**config.mk**
```make
export PLATFORM = sky130hd
export DESIGN_NAME = pkt_filter_queue_flat
export DESIGN_NICKNAME = d
export VERILOG_FILES = /design/src/rtl/pkt_filter_queue_if.sv /design/src/rtl/pkt_filter_queue.sv /design/src/flat_wrapper.sv
export SDC_FILE = /design/constraint.sdc
export NUM_CORES = 1
export LEC_CHECK = 0
export CORE_MARGIN = 1
export CORE_UTILIZATION = 30
export DETAILED_ROUTE_END_ITERATION = 6
export SETUP_SLACK_MARGIN = 0.2
export SLEW_MARGIN = 10
export SYNTH_ARGS = -nofsm -noshare
export SYNTH_HDL_FRONTEND = slang
export SYNTH_SLANG_ARGS = --single-unit
```
**constraint.sdc**
```tcl
create_clock -name clk -period 3.15 [get_ports clk]
set_input_delay 0.63 -clock clk [delete_from_list [all_inputs] [get_ports clk]]
set_output_delay 0.63 -clock clk [all_outputs]
set_load 0.01 [all_outputs]
```
**src/rtl/pkt_filter_queue_if.sv**
```systemverilog
// Header/dispatch bundle between the packet decoder, the filter queue and the
// downstream units it enables.
interface pkt_filter_queue_if #(
  parameter int unsigned WORD_WIDTH = 16,
  parameter int unsigned CNT_W      = 8
);
  logic                  newpkt;
  logic [2:0]            fPktType;
  logic [WORD_WIDTH-1:0] destinationID;
  logic [WORD_WIDTH-1:0] myNodeID;
  logic                  unit_done;
  logic                  pkt_ready;
  logic                  en_QTU;
  logic                  en_MNI;
  logic                  en_KCH;
  logic                  en_reward;
  logic                  iAmDestination;
  logic                  busy;
  logic [CNT_W-1:0]      dropCount;
  logic                  overflow;
  logic                  timeout;

  modport master (
    output newpkt, fPktType, destinationID, myNodeID, unit_done,
    input  pkt_ready, en_QTU, en_MNI, en_KCH, en_reward, iAmDestination,
           busy, dropCount, overflow, timeout
  );

  modport slave (
    input  newpkt, fPktType, destinationID, myNodeID, unit_done,
    output pkt_ready, en_QTU, en_MNI, en_KCH, en_reward, iAmDestination,
           busy, dropCount, overflow, timeout
  );
endinterface

```
**src/rtl/pkt_filter_queue.sv**
```systemverilog
// Packet header filter: FIFO-buffered headers are matched against the node ID
// and dispatched as held unit enables until done or timeout.
module pkt_filter_queue #(
  parameter int unsigned           WORD_WIDTH = 16,
  parameter int unsigned           DEPTH      = 4,
  parameter logic [WORD_WIDTH-1:0] BCAST_ID   = WORD_WIDTH'(16'hFFFF),
  parameter bit                    PROMISC    = 1'b0,
  parameter int unsigned           TIMEOUT    = 64,
  parameter int unsigned           CNT_W      = 8
) (
  input logic              clk,
  input logic              rst,
  pkt_filter_queue_if.slave pkt
);

  localparam int unsigned AW = (DEPTH > 1) ? $clog2(DEPTH) : 1;
  localparam int unsigned TW = (TIMEOUT > 1) ? $clog2(TIMEOUT) : 1;
  localparam int unsigned EW = 3 + WORD_WIDTH;

  typedef enum logic [1:0] {
    S_IDLE,
    S_DECODE,
    S_WAIT
  } state_t;

  typedef enum logic [2:0] {
    PT_HB   = 3'b000,
    PT_CHE  = 3'b001,
    PT_INV  = 3'b010,
    PT_MR   = 3'b011,
    PT_CHT  = 3'b100,
    PT_DATA = 3'b101,
    PT_SOS  = 3'b110,
    PT_BAD  = 3'b111
  } pkt_type_t;

  // FIFO storage and pointers
  logic [EW-1:0]  mem [DEPTH];
  logic [AW-1:0]  wr_ptr;
  logic [AW-1:0]  rd_ptr;
  logic [AW:0]    fill;
  logic           full;
  logic           empty;
  logic           push;
  logic           pop;
  logic           ovf_drop;
  logic [EW-1:0]  head;

  // FSM state and working header
  state_t                state;
  pkt_type_t             work_type;
  logic [WORD_WIDTH-1:0] work_dest;
  logic [TW-1:0]         wait_cnt;
  logic [3:0]            en;
  logic                  iam;
  logic                  timeout_q;
  logic [CNT_W-1:0]      drop_cnt;
  logic                  overflow_q;

  // Decode results, ordered {QTU, MNI, KCH, reward}
  logic                  match;
  logic [3:0]            dec_en;
  logic                  fsm_drop;
  logic                  wait_expired;
  logic [CNT_W:0]        drop_sum;

  assign full     = (fill == (AW+1)'(DEPTH));
  assign empty    = (fill == '0);
  assign pop      = (state == S_IDLE) && !empty;
  assign push     = pkt.newpkt && (!full || pop);
  assign ovf_drop = pkt.newpkt && full && !pop;
  assign head     = mem[rd_ptr];

  always_ff @(posedge clk) begin
    if (push) begin
      mem[wr_ptr] <= {pkt.fPktType, pkt.destinationID};
    end
  end

  always_ff @(posedge clk) begin
    if (rst) begin
      wr_ptr <= '0;
      rd_ptr <= '0;
      fill   <= '0;
    end else begin
      if (push) wr_ptr <= wr_ptr + 1'b1;
      if (pop)  rd_ptr <= rd_ptr + 1'b1;
      case ({push, pop})
        2'b10:   fill <= fill + 1'b1;
        2'b01:   fill <= fill - 1'b1;
        default: fill <= fill;
      endcase
    end
  end

  always_comb begin
    match  = PROMISC || (work_dest == pkt.myNodeID) || (work_dest == BCAST_ID);
    dec_en = '0;
    unique case (work_type)
      PT_HB, PT_SOS: dec_en = 4'b0101;
      PT_CHE:        if (match) dec_en = 4'b0010;
      PT_INV:        dec_en = 4'b0010;
      PT_MR:         if (match) dec_en = 4'b0100;
      PT_CHT:        if (match) dec_en = 4'b1000;
      PT_DATA:       dec_en = 4'b1000;
      default:       dec_en = '0;
    endcase
  end

  assign wait_expired = (wait_cnt == TW'(TIMEOUT - 1));
  assign fsm_drop     = ((state == S_DECODE) && (dec_en == '0)) ||
                        ((state == S_WAIT) && !pkt.unit_done && wait_expired);

  always_ff @(posedge clk) begin
    if (rst) begin
      state     <= S_IDLE;
      work_type <= PT_HB;
      work_dest <= '0;
      wait_cnt  <= '0;
      en        <= '0;
      iam       <= 1'b0;
      timeout_q <= 1'b0;
    end else begin
      timeout_q <= 1'b0;
      unique case (state)
        S_IDLE: begin
          if (pop) begin
            work_type <= pkt_type_t'(head[EW-1 -: 3]);
            work_dest <= head[WORD_WIDTH-1:0];
            state     <= S_DECODE;
          end
        end
        S_DECODE: begin
          if (dec_en != '0) begin
            en       <= dec_en;
            iam      <= match;
            wait_cnt <= '0;
            state    <= S_WAIT;
          end else begin
            state    <= S_IDLE;
          end
        end
        S_WAIT: begin
          if (pkt.unit_done) begin
            en    <= '0;
            iam   <= 1'b0;
            state <= S_IDLE;
          end else if (wait_expired) begin
            en        <= '0;
            iam       <= 1'b0;
            timeout_q <= 1'b1;
            state     <= S_IDLE;
          end else begin
            wait_cnt <= wait_cnt + 1'b1;
          end
        end
        default: state <= S_IDLE;
      endcase
    end
  end

  // An overflow and an FSM discard can coincide, so the count may step by two
  assign drop_sum = {1'b0, drop_cnt} + (CNT_W+1)'(ovf_drop) + (CNT_W+1)'(fsm_drop);

  always_ff @(posedge clk) begin
    if (rst) begin
      drop_cnt   <= '0;
      overflow_q <= 1'b0;
    end else begin
      drop_cnt <= drop_sum[CNT_W] ? '1 : drop_sum[CNT_W-1:0];
      if (ovf_drop) overflow_q <= 1'b1;
    end
  end

  assign pkt.pkt_ready      = !full;
  assign pkt.busy           = (state != S_IDLE) || !empty;
  assign pkt.en_QTU         = en[3];
  assign pkt.en_MNI         = en[2];
  assign pkt.en_KCH         = en[1];
  assign pkt.en_reward      = en[0];
  assign pkt.iAmDestination = iam;
  assign pkt.dropCount      = drop_cnt;
  assign pkt.overflow       = overflow_q;
  assign pkt.timeout        = timeout_q;

endmodule

```
**src/flat_wrapper.sv**
```systemverilog
// flat-port wrapper written by rule: the top's interface ports become plain ports
module pkt_filter_queue_flat 
#(
  parameter int unsigned           WORD_WIDTH = 16,
  parameter int unsigned           DEPTH      = 4,
  parameter logic [WORD_WIDTH-1:0] BCAST_ID   = WORD_WIDTH'(16'hFFFF),
  parameter bit                    PROMISC    = 1'b0,
  parameter int unsigned           TIMEOUT    = 64,
  parameter int unsigned           CNT_W      = 8
)
  (clk, rst, pkt_newpkt, pkt_fPktType, pkt_destinationID, pkt_myNodeID, pkt_unit_done, pkt_pkt_ready, pkt_en_QTU, pkt_en_MNI, pkt_en_KCH, pkt_en_reward, pkt_iAmDestination, pkt_busy, pkt_dropCount, pkt_overflow, pkt_timeout);
  pkt_filter_queue_if #(.WORD_WIDTH(WORD_WIDTH), .CNT_W(CNT_W)) pkt_i ();
  input logic clk;
  input logic rst;
  input wire logic [$bits(pkt_i.newpkt)-1:0] pkt_newpkt;
  input wire logic [$bits(pkt_i.fPktType)-1:0] pkt_fPktType;
  input wire logic [$bits(pkt_i.destinationID)-1:0] pkt_destinationID;
  input wire logic [$bits(pkt_i.myNodeID)-1:0] pkt_myNodeID;
  input wire logic [$bits(pkt_i.unit_done)-1:0] pkt_unit_done;
  output wire logic [$bits(pkt_i.pkt_ready)-1:0] pkt_pkt_ready;
  output wire logic [$bits(pkt_i.en_QTU)-1:0] pkt_en_QTU;
  output wire logic [$bits(pkt_i.en_MNI)-1:0] pkt_en_MNI;
  output wire logic [$bits(pkt_i.en_KCH)-1:0] pkt_en_KCH;
  output wire logic [$bits(pkt_i.en_reward)-1:0] pkt_en_reward;
  output wire logic [$bits(pkt_i.iAmDestination)-1:0] pkt_iAmDestination;
  output wire logic [$bits(pkt_i.busy)-1:0] pkt_busy;
  output wire logic [$bits(pkt_i.dropCount)-1:0] pkt_dropCount;
  output wire logic [$bits(pkt_i.overflow)-1:0] pkt_overflow;
  output wire logic [$bits(pkt_i.timeout)-1:0] pkt_timeout;
  assign pkt_i.newpkt = pkt_newpkt;
  assign pkt_i.fPktType = pkt_fPktType;
  assign pkt_i.destinationID = pkt_destinationID;
  assign pkt_i.myNodeID = pkt_myNodeID;
  assign pkt_i.unit_done = pkt_unit_done;
  assign pkt_pkt_ready = pkt_i.pkt_ready;
  assign pkt_en_QTU = pkt_i.en_QTU;
  assign pkt_en_MNI = pkt_i.en_MNI;
  assign pkt_en_KCH = pkt_i.en_KCH;
  assign pkt_en_reward = pkt_i.en_reward;
  assign pkt_iAmDestination = pkt_i.iAmDestination;
  assign pkt_busy = pkt_i.busy;
  assign pkt_dropCount = pkt_i.dropCount;
  assign pkt_overflow = pkt_i.overflow;
  assign pkt_timeout = pkt_i.timeout;
  pkt_filter_queue #(.WORD_WIDTH(WORD_WIDTH), .DEPTH(DEPTH), .BCAST_ID(BCAST_ID), .PROMISC(PROMISC), .TIMEOUT(TIMEOUT), .CNT_W(CNT_W)) u_core (.clk(clk), .rst(rst), .pkt(pkt_i));
endmodule
```
==> results of run 1 <==
synthesized netlist by cell type, types with 5 or more instances:
cell type  number
and2_1          6
dfxtp_1        49
nand2_1        46
xor2_1          5
xnor2_1        21
clkbuf_1       14
mux4_2         19
mux2i_1         7
a21oi_1        33
nand4_1         8
edfxtp_1       76
nand2b_1       10
nor2_1         21
inv_1          11
ha_1            7
and3_1          6
kinds of logic after synthesis:
logic type	after synthesis	share of synthesized area, %
and+or+nand+nor	114	10.9
muxes	27	9.87
xor gates and xnor gates	26	4.41
DFF	125	63.2
AOI/OAI and AO/OA	56	6.67
adders and majority gates	9	2.47
buffers and inverters	30	2.40
state kept, by name, summed over array words and instances, names as in the netlist:
signal                     cells
u_core.rd_ptr                  2
u_core.pkt.overflow            1
u_core.fill                    3
u_core.state                   2
u_core.en                      4
u_core.work_type               3
u_core.pkt.timeout             1
u_core.pkt.dropCount           8
u_core.mem                    76
u_core.work_dest              16
u_core.pkt.iAmDestination      1
u_core.wr_ptr                  2
u_core.wait_cnt                6
area by class of cell:
type | count | area, sq um | share of cell area, %
clock inverters | 14 | 111 | 1.68
flip-flops and latches | 125 | 3260 | 49.3
well taps | 220 | 275 | 4.16
multi-input cells | 232 | 1830 | 27.6
repair buffers | 68 | 673 | 10.2
inverters | 11 | 41.3 | 0.624
clock buffers | 18 | 429 | 6.48
per-stage QoR:
stage | hold slack (ns) | setup WS, ns | utilization (%)
2_1_floorplan | 0.462 | 0.217 | -
3_3_place_gp | 0.470 | -0.422 | 36.0
3_5_place_dp | 0.468 | -0.558 | 36.0
4_1_cts | 0.478 | 0.215 | 39.4
5_1_grt | 0.499 | 0.184 | 39.6
6_report | 0.474 | 0.418 | 39.6
critical path, stage by stage:
cell and delay (ns):
dlygate4sd2_1 0.27, xnor2_1 0.15, nand4_1 0.19, nor4_4 0.36, nor3_2 0.08, a31oi_1 0.20, o21ai_2 0.09, fa_2 0.37
and3_4 0.19, and2_4 0.16, nand2_1 0.07, xor2_1 0.15, a21oi_1 0.08
what timing repair did:
action,CTS,global route
pin swaps,5,11
gates resized for setup,14,14
setup endpoints to repair,8,8
gates cloned,0,0
metal layers:
| metal | vias to the layer above | GRT usage [%] | share of wire (%) |
|---|---|---|---|
| li1 | 1560 | - | - |
| met1 | 1571 | 16.0 | 44 |
| met2 | 77 | 22.0 | 50 |
| met3 | 13 | 3.92 | 4.5 |
| met4 | 0 | 4.92 | 1.6 |
| met5 | - | 0 | 0 |
power groups by stage:
stage / Sequential [mW] / Clock, mW / Combinational [mW]
after floorplan: 2.14 / 0 / 0.990
after global placement: 2.21 / 0 / 1.35
after detailed placement: 2.22 / 0 / 1.38
after CTS: 2.19 / 1.79 / 1.40
after global routing: 2.22 / 1.86 / 1.54
final: 2.19 / 1.76 / 1.39
worst min-delay path by stage:
| stage | startpoint | to |
|---|---|---|
| global route | u_core.work_dest[2] | u_core.work_dest[2] |
| finish | u_core.en[0] | u_core.en[0] |
| CTS | u_core.en[0] | u_core.en[0] |
| global placement | u_core.en[1] | u_core.en[1] |
| detailed placement | u_core.en[0] | u_core.en[0] |
| floorplan | u_core.work_dest[0] | u_core.work_dest[0] |
==> impl_metrics.yaml, run 1 <==
worst_setup_path:
  worstRegToRegCells: 12
  r2r_slack_ns: 0.53
  worstSetupEndpoint: "u_core.pkt.dropCount[5]"
  worst_setup_path_start_kind: "primary input"
  r2r-end: "u_core.pkt.dropCount[5]"
  r2r_start: "u_core.work_dest[14]"
  critPathMaxFanout: 3
  critPathCaptureType: "register"
  crit_start: "pkt_myNodeID[4]"
  critPathArrivalTime_ns: 2.99
  critPathKind: "primary input to register"
  worstPathRequired_ns: 3.41
floorplanning:
  start_util_pct: 30.9
  io_pins: 56
  die_x_microns: 133
  die_y_microns: 133
  core.rowCount: 47
  core_area_sq_um: 16700
  floorplan.die_area_sq_um: 17700
detailed_routing:
  routedWlPerCell_microns: 15.7
  drc_errors: 0
  via_count: 3221
  post_drt_via_cell_ratio: 4.68
  firstDrtPassIters: 4
  wirelength_microns: 10800
  first_iter_violations: 153
  antenna_left: 0
logic_synthesis:
  synth_cell_type_count: 44
  ys_seq_elements: 125
  synth_top_area_share_pct: 44.2
  synth_edf_count: 76
  syn_area_per_cell_sq_um: 13.3
  synthFlopType: "edfxtp_1"
  async_flop_share_pct: 0
  synth.area.top_cells: "edfxtp_1 44%, dfxtp_1 19%, mux4_2 8.3%, xnor2_1 3.6%, nand2_1 3.3%"
  synth_area_leader_cell: "edfxtp_1"
  synth_seq_area_share_pct: 63.2
  syn-num-nets: 435
  syn-cell-area_sq_um: 5160
  synth_cells: 387
  yosys_warnings: 0
power:
  total_power_mw: 5.33
  pwr-share-clk_pct: 33.0
  p_sw_share_pct: 31.7
  p_comb_share_pct: 26.0
  power.internal_mw: 3.64
  irDropWorstVdd_v: 0.000424
  power.density_nw_per_um2: 806
  switching_power_mw: 1.69
  power_frac_seq_pct: 41.1
  p_leak_nw: 2.38
grt:
  antenna_found_initial: 0
  grt_pass1_vias: 3310
  grt_max_degree: 53
  overflow: 0
  grt_pass1_wl_microns: 17400
  grtUsageTotal_pct: 13.2
cells_and_area:
  drive_above_1_share_pct: 17.1
  instances_no_fill: 688
  mostFrequentLayoutCells: "76 x edfxtp_1, 49 x dfxtp_1, 46 x nand2_1"
  diodes: 0
  syn2layout_area_growth_pct: 28.3
  fin_area_sq_um: 6620
  nFillCells: 1585
  layout_commonest_cell: "edfxtp_1"
  finish.net_count: 503
clock_network:
  holdBufCountCts: 0
  clk_pin_slew_ns: 0.06
  htree_levels: 4
  cts_setup_buffers: 0
  cts_sinks: 125
  cts_root_buffer: "clkbuf_16"
  clock_path_buffers: 2
  clk_latency_ns: 0.42
  cts_buffers: 17
  cts_tree: "built"
place:
  place_inst: 656
  gp_congestion: 0.777
  numPortBuffers: 55
  postPlaceCellArea_sq_um: 6010
  dpl.hpwl_microns: 7000
sta:
  rsz0062_at_grt: "false"
  finalHoldViolCount: 0
  period_needed_ns: 2.73
  slew_viol_final: 0
  setup_viol: 0
  finClkSkew_ns: 0.00900
  tightest_slew_ns: 0.957
  finalSetupTns_ns: 0
  period_share_pct: 86.7
  relSlewSlack_pct: 36.2
  max_freq_ghz: 0.366
job:
  cap_violations: 0
run_status:
  status: "finished clean"
worst_hold_path:
  hold_depth: 2
  min_path_type: "register to register"
Power figures use the tool's default switching activity.
==> run 2: changes to the inputs <==
--- a/config.mk
+++ b/config.mk
@@ -8,6 +8,7 @@
 export CORE_MARGIN = 1
 export CORE_UTILIZATION = 30
 export DETAILED_ROUTE_END_ITERATION = 6
+export PLACE_DENSITY = 0.49
 export SETUP_SLACK_MARGIN = 0.2
 export SLEW_MARGIN = 10
 export SYNTH_ARGS = -nofsm -noshare
==> impl_metrics.yaml, run 2 (same netlist as run 1, synthesis figures left out) <==
detailed_routing:
  via_count: 3188
  antenna_left: 0
  drc_errors: 0
  wirelength_microns: 11000
  firstDrtPassIters: 4
  routedWlPerCell_microns: 15.9
  first_iter_violations: 125
  post_drt_via_cell_ratio: 4.63
worst_hold_path:
  min_path_type: "register to register"
place:
  postPlaceCellArea_sq_um: 6010
  gp_congestion: 0.732
  place_inst: 658
  numPortBuffers: 55
  dpl.hpwl_microns: 7050
  post-place-ws_ns: -0.420
sta:
  finalSetupTns_ns: 0
  setup_ws_ns: 0.421
  rsz0062_at_grt: "false"
  finalHoldViolCount: 0
  period_needed_ns: 2.73
  relSlewSlack_pct: 70.6
  tightest_slew_ns: 0.441
  period_share_pct: 86.6
  hold_ws_ns: 0.475
  max_freq_ghz: 0.366
  setup_viol: 0
  finClkSkew_ns: 0.00770
  slew_viol_final: 0
cells_and_area:
  syn2layout_area_growth_pct: 28.6
  fin_util_pct: 39.7
  layout_commonest_cell: "edfxtp_1"
  finish.net_count: 506
  instances_no_fill: 689
  regMostFlops: "u_core.mem"
  mostFrequentLayoutCells: "76 x edfxtp_1, 49 x dfxtp_1, 46 x nand2_1"
  nFillCells: 1644
  fin_area_sq_um: 6640
  diodes: 0
  largest_reg_flops: 76
  drive_above_1_share_pct: 16.2
clock_network:
  cts_buffers: 17
  cts_sinks: 125
  holdBufCountCts: 0
  clk_latency_ns: 0.41
  clk_pin_slew_ns: 0.06
  htree_levels: 4
  cts_tree: "built"
  clock_path_buffers: 2
  cts_root_buffer: "clkbuf_16"
grt:
  overflow: 0
  grt_pass1_vias: 3240
  grt_pass1_wl_microns: 17400
  grt_max_degree: 32
  grtUsageTotal_pct: 13.3
  antenna_found_initial: 0
worst_setup_path:
  critPathKind: "primary input to register"
  critPathCaptureType: "register"
  critPathMaxFanout: 3
  critPathArrivalTime_ns: 3.02
  worst_setup_path_start_kind: "primary input"
  cp_cell_sequence: "clkdlybuf4s50_1, xnor2_1, nand4_1, nor4_4, nor3_2, a31oi_1, o21ai_1, fa_2, and3_4, and2_1, nand2_1, xor2_1, a21oi_1"
  slowest_delay_ns: 0.51
  crit_slowest_cell: "clkdlybuf4s50_1"
  worstPathRequired_ns: 3.44
  crit_family: "simple AND/OR/NAND/NOR gates"
  path_buf_inv: 1
power:
  irDropWorstVdd_v: 0.000459
  p_sw_share_pct: 30.2
  p_leak_nw: 2.39
  p_comb_share_pct: 25.8
  switching_power_mw: 1.63
  power.density_nw_per_um2: 813
  pwr-share-clk_pct: 34.2
  power_frac_seq_pct: 40.1
  power.internal_mw: 3.76
  total_power_mw: 5.39
floorplanning:
  core_area_sq_um: 16700
  floorplan.die_area_sq_um: 17700
  core.rowCount: 47
  start_util_pct: 30.9
  io_pins: 56
  die_y_microns: 133
  die_x_microns: 133
job:
  cap_violations: 0
run_status:
  status: "finished clean"
==> run 2: changes by cell type in the layout (fill, tap and decap cells not counted), sizes merged <==
cell | before | now
bufinv | 0 | 2
clkdlybuf4s50 | 38 | 40
clkinv | 7 | 6
dlymetal6s2s | 10 | 11
inv | 16 | 13
dlygate4sd2 | 6 | 3
buf | 14 | 17
==> run 2: final cells by class <==
cell class	instances	area [sq um]	share of cell area [%]
repair buffers	71	689	10.4
multi-input cells	232	1820	27.4
clock inverters	12	123	1.85
well taps	220	275	4.15
inverters	11	41.3	0.622
flip-flops and latches	125	3260	49.2
clock buffers	18	429	6.47
==> run 2: power by group through the flow <==
stage          logic, mW  registers (mW)  clock network, mW
2_1_floorplan      0.990            2.14                  0
3_3_place_gp        1.40            2.19                  0
3_5_place_dp        1.40            2.19                  0
4_1_cts             1.42            2.16               1.89
5_1_grt             1.57            2.20               1.95
6_report            1.39            2.16               1.84
==> run 2: timing repair <==
item | CTS | global route
resized for setup | 11 | 13
endpoints found under the setup margin | 8 | 8
setup buffers | 1 | 0
pin swaps | 3 | 11
==> run 2: worst paths after layout <==
kind                        start                 endpoint  slack [ns]  cells after the start
max               pkt_myNodeID[7]  u_core.pkt.dropCount[5]        0.42                     13
min                  u_core.en[3]             u_core.en[3]        0.47                      2
max reg2reg  u_core.work_dest[15]  u_core.pkt.dropCount[5]        0.55                     12
min reg2reg          u_core.en[3]             u_core.en[3]        0.47                      2
==> run 2: worst reg2reg max path, stage by stage, from the launching register on <==
cell and delay [ns]:
dfxtp_1 0.39, xnor2_2 0.15, nand4_1 0.18, nor4_4 0.37
nor3_2 0.08, a31oi_1 0.15, o21ai_1 0.12, fa_2 0.38
and3_4 0.19, and2_1 0.17, nand2_1 0.08, xor2_1 0.14
a21oi_1 0.07
==> run 2: routing by layer <==
| layer | routed length [microns] | track usage (%) | part of all wire (%) | vias to the layer above |
|---|---|---|---|---|
| li1 | - | - | - | 1565 |
| met1 | 5120 | 16.8 | 47 | 1551 |
| met2 | 5350 | 22.0 | 49 | 62 |
| met3 | 385 | 4.11 | 3.5 | 10 |
| met4 | 114 | 4.17 | 1.0 | 0 |
| met5 | 0 | 0 | 0 | - |
